File: src/rtl/id_stage.sv
// Instruction-decode stage: one-entry pipeline register, opcode decode, RAW hazard stall.
// Define ID_FWD_EN to compile in the EX/WB bypass network (stage then never stalls).
module id_stage #(
  parameter int DATA_W = 8,
  parameter int PC_W = 8,
  parameter int REG_AW = 2,
  localparam int IW = PC_W + 4 + 2 * REG_AW,
  localparam int OW = REG_AW + 4 + 2 * DATA_W + PC_W
) (
  input  logic              clk,
  input  logic              resetn,
  input  logic              fs_to_ds_valid,
  input  logic [IW-1:0]     fs_to_ds_bus,
  output logic              ds_allowin,
  output logic [REG_AW-1:0] rx,
  output logic [REG_AW-1:0] ry,
  input  logic [DATA_W-1:0] rx_value,
  input  logic [DATA_W-1:0] ry_value,
  input  logic              es_we,
  input  logic [REG_AW-1:0] es_dest,
  input  logic [DATA_W-1:0] es_value,
  input  logic              ws_we,
  input  logic [REG_AW-1:0] ws_dest,
  input  logic [DATA_W-1:0] ws_value,
  input  logic              es_allowin,
  output logic              ds_to_es_valid,
  output logic [OW-1:0]     ds_to_es_bus
);

  logic              ds_valid;
  logic              ds_ready_go;
  logic [IW-1:0]     inst;
  logic [PC_W-1:0]   pc;
  logic [3:0]        op;
  logic [REG_AW-1:0] ry_addr;
  logic [REG_AW-1:0] rx_addr;
  logic [3:0]        op_oh;
  logic [DATA_W-1:0] rx_sel;
  logic [DATA_W-1:0] ry_sel;

  assign {pc, op, ry_addr, rx_addr} = inst;

  always_ff @(posedge clk or negedge resetn) begin
    if (!resetn) begin
      ds_valid <= 1'b0;
      inst     <= '0;
    end else if (ds_allowin) begin
      ds_valid <= fs_to_ds_valid;
      if (fs_to_ds_valid) begin
        inst <= fs_to_ds_bus;
      end
    end
  end

  always_comb begin
    op_oh = 4'b0000;
    unique case (1'b1)
      (op == 4'b0001): op_oh = 4'b1000;
      (op == 4'b0010): op_oh = 4'b0100;
      (op == 4'b0011): op_oh = 4'b0010;
      (op == 4'b0100): op_oh = 4'b0001;
      default:         op_oh = 4'b0000;
    endcase
  end

  assign rx = rx_addr;
  assign ry = ry_addr;

`ifdef ID_FWD_EN
  // ES is the younger write, so it is applied last and wins.
  always_comb begin
    rx_sel = rx_value;
    ry_sel = ry_value;
    if (ws_we && ws_dest == rx_addr) rx_sel = ws_value;
    if (ws_we && ws_dest == ry_addr) ry_sel = ws_value;
    if (es_we && es_dest == rx_addr) rx_sel = es_value;
    if (es_we && es_dest == ry_addr) ry_sel = es_value;
  end

  assign ds_ready_go = 1'b1;
`else
  logic rd_rx;
  logic rd_ry;
  logic rx_hit;
  logic ry_hit;
  logic unused_fwd;

  // move reads only ry; add/sub/and read both; NOPs read nothing.
  assign rd_ry = |op_oh;
  assign rd_rx = |op_oh[2:0];

  assign rx_hit = rd_rx &&
    ((es_we && es_dest == rx_addr) || (ws_we && ws_dest == rx_addr));
  assign ry_hit = rd_ry &&
    ((es_we && es_dest == ry_addr) || (ws_we && ws_dest == ry_addr));

  assign ds_ready_go = !(rx_hit || ry_hit);
  assign rx_sel      = rx_value;
  assign ry_sel      = ry_value;
  assign unused_fwd  = ^{es_value, ws_value};
`endif

  assign ds_allowin     = !ds_valid || (ds_ready_go && es_allowin);
  assign ds_to_es_valid = ds_valid && ds_ready_go;
  assign ds_to_es_bus   = {rx_addr, op_oh, ry_sel, rx_sel, pc};

endmodule

File: config.mk
export PLATFORM = sky130hd
export DESIGN_NAME = id_stage
export DESIGN_NICKNAME = d
export VERILOG_FILES = /design/src/rtl/id_stage.sv
export SDC_FILE = /design/constraint.sdc
export NUM_CORES = 1
export LEC_CHECK = 0
export CAP_MARGIN = 25
export CORE_ASPECT_RATIO = 1.75
export CORE_MARGIN = 2
export CORE_UTILIZATION = 29
export DETAILED_ROUTE_END_ITERATION = 6
export GPL_TIMING_DRIVEN = 0
export PLACE_DENSITY = 0.81
export SETUP_SLACK_MARGIN = 0.3
export SLEW_MARGIN = 40
export SYNTH_ARGS = -nofsm -noshare
export SYNTH_HDL_FRONTEND = slang
export SYNTH_SLANG_ARGS = --single-unit
File: constraint.sdc
create_clock -name clk -period 2 [get_ports clk]
set_clock_uncertainty 0.15 [all_clocks]
set_input_delay 0.3 -clock clk [delete_from_list [all_inputs] [get_ports clk]]
set_output_delay 0.3 -clock clk [all_outputs]
set_load 0.03 [all_outputs]
==> results of run 1 <==
==> worst max-delay path, delay by kind of cell (launching register included) <==
family                    cells  cell delay [ns]
AOI/OAI and AO/OA             2             0.40
buffers and inverters         1             0.20
and+or+nand+nor               1             0.26
DFF                           1             0.44
xor gates and xnor gates      1             0.23
==> state kept, by name (all words and copies together), names as in the netlist <==
| signal | cells |
|---|---|
| inst | 16 |
| ds_valid | 1 |
==> logic make-up (layout without fill, tap and decap cells) <==
family / count (synthesis) / count (layout) / synth area share (%)
and+or+nand+nor: 17 / 17 / 11.16
AOI/OAI and AO/OA: 7 / 7 / 6.285
DFF: 17 / 17 / 36.84
buffers and inverters: 32 / 120 / 20.80
muxes: 16 / 16 / 18.85
xor gates and xnor gates: 8 / 8 / 6.067
==> layout by cell type (no fill, tap or decap), types with 2 or more instances in the layout <==
| master | instances |
|---|---|
| buf_4 | 46 |
| clkdlybuf4s50_1 | 36 |
| mux2_4 | 16 |
| dlygate4sd2_1 | 14 |
| buf_6 | 13 |
| dfrtp_1 | 9 |
| dfrtp_2 | 8 |
| nand2_1 | 5 |
| xnor2_1 | 4 |
| clkbuf_2 | 4 |
| nor4b_4 | 3 |
| clkbuf_8 | 3 |
| xor2_1 | 2 |
| xnor2_2 | 2 |
| nand3_1 | 2 |
| nand4b_1 | 2 |
| a31oi_2 | 2 |
==> metal layers <==
metal / global-route usage (%) / share of wire [%] / wire [um] / vias up
met3: 2.921 / 6.5 / 198 / 2
met2: 25.99 / 57 / 1726 / 48
met4: 4.785 / 0.52 / 16 / 0
met1: 13.98 / 36 / 1110 / 503
li1: - / - / - / 485
met5: 0 / 0 / 0 / -
==> per-stage QoR <==
| stage | setup WS (ns) | cells | util, % | setup TNS (ns) |
|---|---|---|---|---|
| 6_report | -0.2342 | 233 | 56.08 | -2.625 |
| 5_1_grt | -0.3434 | 233 | 56.08 | -4.707 |
| 4_1_cts | -0.2293 | 224 | 53.20 | -2.230 |
| 3_5_place_dp | -0.9519 | 206 | 47.93 | -10.37 |
| 3_3_place_gp | -0.9309 | 206 | 47.93 | -9.919 |
| 2_1_floorplan | -0.2791 | 97 | - | -3.494 |
==> layout make-up <==
cell class                      instances  area, sq um
Buffer                                 31        236.5
Clock buffer                            4        45.04
Fill cell                             357         1698
Inverter                                1        3.754
Multi-Input combinational cell         48        614.3
Sequential cell                        17        435.4
Tap cell                               48        60.06
Timing Repair Buffer                   84        773.2
==> how the worst min path moves through the flow <==
stage               startpoint       end  slack, ns  cells past startpoint
floorplan               resetn  ds_valid      -0.15                      0
global placement       inst[8]   inst[8]       0.34                      1
detailed placement     inst[9]   inst[9]       0.35                      1
CTS                   inst[12]  inst[12]       0.37                      1
global route          inst[15]  inst[15]       0.39                      1
finish                  resetn  inst[10]       0.37                      2
==> power breakdown <==
group          switching [uW]  internal, uW  total [uW]
Clock                     112           141         253
Combinational             811          1040        1850
Sequential                156           498         654
Total                    1080          1680        2760
==> what timing repair did <==
item                                    in CTS  in global routing
resized for setup                           78                 24
endpoints found under the hold margin        0                 17
setup buffers                               13                  8
hold buffers                                 0                  1
cloned                                       1                  0
pin swaps                                   12                 10
endpoints found under the setup margin      37                 28
==> impl_summary.log, run 1 <==
[metrics] largest net degree at the start of global routing: 18
[metrics] post-route cell area: 2168 sq um
[metrics] share of the yosys chip area belonging to registers: 36.84%
[metrics] routed wire length per instance: 13.10 um
[metrics] endpoint of the worst register-to-register path: inst[8]
[metrics] router iterations before antenna repair: 3
[metrics] master cell of the clock root buffer: clkbuf_8
[metrics] Final ANT Viol Nets: 0
[metrics] via count of the routed design: 1038
[metrics] y dimension of the die: between 80 and 90 um
[metrics] number of sinks driven by the clock tree: 17
[metrics] worst hold path type: input port to asynchronous set/reset pin
[metrics] critical path launch point: inst[2]
[metrics] RSZ-0062 raised after global routing: true
[metrics] worst voltage drop across the vdd grid: 622.5 uV
[metrics] leakage: 0.001001 uW
[metrics] first-pass GRT wire length: 4.616 mm
[metrics] number of buffer cells added on primary ports: slightly above 60
[metrics] Achievable Freq: 0.4476 GHz
[metrics] worst-path fanout max: 4
[metrics] horizontal die dimension: 51.71 um
[metrics] Syn Inst Count: 97
[metrics] insertion delay to the later sink of the worst-skew pair: 0.25 ns
[metrics] antenna violations before repair: 0
[metrics] number of H-tree branching levels: 1
[metrics] Total Routing Usage GR: a little over an eighth
[metrics] Yosys top cell by area: dfrtp_1
[metrics] slack of the critical path: -0.2342 ns
[metrics] DRC viols: 0
[metrics] Setup CP Type: register to output pin
[metrics] number of flip-flops and latches in the synthesized netlist: 17
[metrics] count of endpoints failing setup in the final report: 18
[metrics] global-route congestion overflow total: 0
[metrics] Netlist cell types: 24
[metrics] ratio of cells with drive above 1 in the final layout: a little under three fifths
[metrics] DRT iter0 DRCs: 4
[metrics] top cells by instance count after synthesis: buf_4, dfrtp_1, mux2_4, mux2_2, xnor2_1
[metrics] share of the synthesized area in the top cell type: 36.84%
[metrics] Max stage delay on crit path: 0.44 ns
[metrics] summed instance area of the synthesized netlist: 1155 sq um
[metrics] initial cell density of the core: 29.87%
[metrics] total clock buffers created by CTS: 3
[metrics] violations in the final reports: negative setup slack
[metrics] R2R setup slack: -0.16 ns
[metrics] Final Critical Period: 2.234 ns
[metrics] hold violation count in the final report: 0
[metrics] deepest clock path buffer count: 2
[metrics] max-slew violations: 0
[metrics] CP max-delay cell: dfrtp_2
[metrics] Warnings, synthesis: 0
[metrics] HPWL after DPL: 2.086 mm
[metrics] syn avg cell area: 11.91 sq um
[metrics] global placer's final weighted congestion: 0.7406
[metrics] crit path capture: ds_to_es_valid
[metrics] total power density per cell area: ~1300 nW/um^2
[metrics] fraction of registers with async set or reset after synthesis: 100.0%
[metrics] antenna cells: 0
[metrics] number of enable-type register cells in the synthesized netlist: 0
[metrics] area of the core region: 3866 sq um
[metrics] cell types occupying the most area after synthesis: dfrtp_1, buf_4, mux2_4, mux2_2, xnor2_1
[metrics] I/O pin count: 94
[metrics] maxcap violations: 0
[metrics] leading register cell type out of synthesis: dfrtp_1
[metrics] status: complete, but fails checks
[metrics] PnR Total Power: 2757 uW
[metrics] endpoint arrival time on the critical path: 1.78 ns
[metrics] Worst Tran Pin Value: 0.3967 ns
[metrics] sort of element at the start of the critical path: register
[metrics] source of the worst register-to-register timing path: inst[2]
[metrics] final net count: 244
[metrics] clock transition at the register clock pins on the worst setup and hold paths after CTS: 0.07 ns
[metrics] CP required: 1.55 ns
[metrics] synthesis-to-layout area growth: 87.76%
[metrics] total length of routed wires: 3.052 mm
[metrics] sequence of cells on the critical path: xor2_1 -> o22ai_2 -> or2_4 -> a221oi_2 -> buf_4
[metrics] net count after synthesis: 155
[metrics] number of placement rows: 30
[metrics] kind of end point of the critical path: output pin
[metrics] die area: about 4500 sq um
[metrics] Slew headroom: 73.56%
[metrics] placed cell area: 1853 sq um
[metrics] clock tree from TritonCTS: yes
[metrics] Via-to-Cell Ratio: between 4 and 5
[metrics] final worst path period share: 111.7%
[metrics] most frequent cell after synthesis: buf_4
[metrics] number of global-route vias before repair: a little over 1000
[metrics] FF-to-FF path depth: 7
[metrics] hold_ws: around 0.37 ns
No activity file was read; power rests on OpenSTA's default activity.
==> inputs of run 2 (changes only) <==
- CORE_MARGIN: 2 -> unset
==> run 2 against run 1 <==
Compared with the run above:
- global-route usage grew 0.29 points
- combinational power shrank 4%
- highest routed layer unchanged
- the flow still finishes with violations (negative setup slack)
- maximum frequency grew 2.9%
- clock-buffer cell count is the same
- final area shrank 2.4%
==> impl_summary.log, run 2 (synthesis gave the netlist of run 1 again) <==
[metrics] status: complete, but fails checks
[metrics] violations in the final reports: negative setup slack
[metrics] ratio of cells with drive above 1 in the final layout: 58.10% (+0.80 points)
[metrics] hold violation count in the final report: 0 (unchanged)
[metrics] sort of element at the start of the critical path: register
[metrics] maxcap violations: 0 (unchanged)
[metrics] number of H-tree branching levels: 1 (unchanged)
[metrics] deepest clock path buffer count: 2 (unchanged)
[metrics] I/O pin count: 94 (unchanged)
[metrics] die area: 4249 sq um (-6.1%)
[metrics] count of endpoints failing setup in the final report: 18 (unchanged)
[metrics] hold_ws: 0.3635 ns (-0.005110 ns)
[metrics] global placer's final weighted congestion: 0.6978 (-5.8%)
[metrics] slack of the critical path: -0.1702 ns (+0.06396 ns)
[metrics] total power density per cell area: 1264 nW/um^2 (-0.57%)
[metrics] antenna violations before repair: 0 (unchanged)
[metrics] most frequent cells in the layout: buf_4, clkdlybuf4s50_1, mux2_4
[metrics] initial cell density of the core: 30.16% (+0.29 points)
[metrics] final worst path period share: 108.5% (-3.2 points)
[metrics] DRC viols: 0 (unchanged)
[metrics] number of global-route vias before repair: 980 (-4.1%)
[metrics] total length of routed wires: 2.901 mm (-4.9%)
[metrics] number of sinks driven by the clock tree: 17 (unchanged)
[metrics] global-route congestion overflow total: 0 (unchanged)
[metrics] kind of end point of the critical path: output pin
[metrics] largest net degree at the start of global routing: 18 (unchanged)
[metrics] Total Routing Usage GR: 13.90% (+0.29 points)
[metrics] Top reg by flops: inst
[metrics] HPWL after DPL: 1.967 mm (-5.7%)
[metrics] endpoint arrival time on the critical path: 1.72 ns (-0.06 ns)
[metrics] flip-flop count of the largest register after layout: 16 (unchanged)
[metrics] first-pass GRT wire length: 4.464 mm (-3.3%)
[metrics] final net count: 238 (-2.5%)
[metrics] most common cell after layout, fill and taps aside: buf_4
[metrics] CP required: 1.55 ns (about the same)
[metrics] Final Critical Period: 2.170 ns (-0.06396 ns)
[metrics] number of fill cells in the layout: 330 (-7.6%)
[metrics] number of placement rows: 30 (unchanged)
[metrics] clock tree from TritonCTS: yes
[metrics] insertion delay to the later sink of the worst-skew pair: 0.24 ns (about the same)
[metrics] Worst Tran Pin Value: 0.3964 ns (-0.0002698 ns)
[metrics] max-slew violations: 0 (unchanged)
[metrics] PnR Total Power: 2676 uW (-2.9%)
[metrics] router iterations before antenna repair: 2 (-1)
[metrics] Placement Setup Slack: -0.9540 ns (-0.002075 ns)
[metrics] antenna cells: 0 (unchanged)
[metrics] routed wire length per instance: 12.78 um (-2.4%)
[metrics] Via-to-Cell Ratio: 4.410 (-1.0%)
[metrics] RSZ-0062 raised after global routing: true
[metrics] clock transition at the register clock pins on the worst setup and hold paths after CTS: 0.06 ns (about the same)
[metrics] area of the core region: 3829 sq um (-0.97%)
[metrics] y dimension of the die: 85.48 um (-2.3%)
[metrics] Slew headroom: 73.57% (about the same)
[metrics] via count of the routed design: 1001 (-3.6%)
[metrics] Final ANT Viol Nets: 0 (unchanged)
[metrics] number of buffer cells added on primary ports: 61 (unchanged)
[metrics] master cell of the clock root buffer: clkbuf_8
[metrics] leakage: 0.0009669 uW (-3.4%)
[metrics] footprint of the multi-input gates: 611.8 sq um (-0.41%)
[metrics] worst-path fanout max: 4 (unchanged)
[metrics] largest registers in the final layout: inst x16, ds_valid x1
[metrics] horizontal die dimension: 49.71 um (-3.9%)
[metrics] total clock buffers created by CTS: 3 (unchanged)
[metrics] synthesis-to-layout area growth: 83.32%
[metrics] Achievable Freq: 0.4608 GHz (+2.9%)
[metrics] Setup CP Type: register to output pin
[metrics] worst hold path type: register to register
[metrics] DRT iter0 DRCs: 15 (+11)
[metrics] Reg area: 434.2 sq um (-0.29%)
[metrics] worst voltage drop across the vdd grid: 725.2 uV (+17%)
[run 2: metal layers]
| layer | wire [um] | GRT usage [%] |
|---|---|---|
| met5 | 0 | 0 |
| met4 | 19 | 5.455 |
| met1 | 1047 | 13.57 |
| met3 | 220 | 3.763 |
| met2 | 1615 | 26.54 |
[run 2: worst paths after layout]
kind                          from          to  slack (ns)  depth (start not counted)
min in group asynchronous   resetn     inst[1]        0.37                          2
setup / recovery           inst[5]  ds_allowin       -0.17                          5
setup reg to reg           inst[5]     inst[7]       -0.15                          7
hold / removal             inst[8]     inst[8]        0.36                          1
max in group asynchronous   resetn     inst[7]        1.02                          2
hold reg to reg            inst[8]     inst[8]        0.36                          1
[run 2: final cells by class]
class | instances | area share (%)
timing repair buffer | 78 | 34.28
multi-input combinational | 48 | 28.90
sequential | 17 | 20.51
buffer | 31 | 11.17
tap | 48 | 2.837
clock buffer | 4 | 2.128
inverter | 1 | 0.1773
[run 2: metrics by stage]
| stage | util, % | TNS [ns] | instances | cell area (sq um) |
|---|---|---|---|---|
| final | 55.29 | -2.533 | 227 | 2117 |
| after global placement | 48.40 | -9.875 | 206 | 1853 |
| after global routing | 55.29 | -4.015 | 227 | 2117 |
| after detailed placement | 48.40 | -10.10 | 206 | 1853 |
| after CTS | 52.81 | -1.048 | 221 | 2022 |
| after floorplan | - | -3.494 | 97 | 1182 |
[run 2: power by group]
| group | total (uW) | leakage (uW) | switching [uW] | internal (uW) |
|---|---|---|---|---|
| logic | 1780 | 0.000754 | 786 | 990 |
| registers | 654 | 0.000190 | 158 | 496 |
| clock network | 246 | 0.0000228 | 105 | 141 |
[run 2: what timing repair did]
| action | in CTS | in global routing |
|---|---|---|
| gates resized for setup | 79 | 29 |
| hold buffers | 0 | 1 |
| gates cloned | 1 | 0 |
| pin swaps | 12 | 9 |
| buffers inserted | 10 | 5 |
| hold endpoints to repair | 0 | 17 |
| setup endpoints to repair | 37 | 27 |
[run 2: critical path: stages, from the launching register on]
cell      delay [ns]
dfrtp_2         0.44
nor4b_4         0.36
nand4b_1        0.19
a31oi_2         0.28
a31oi_2         0.06
buf_6           0.15
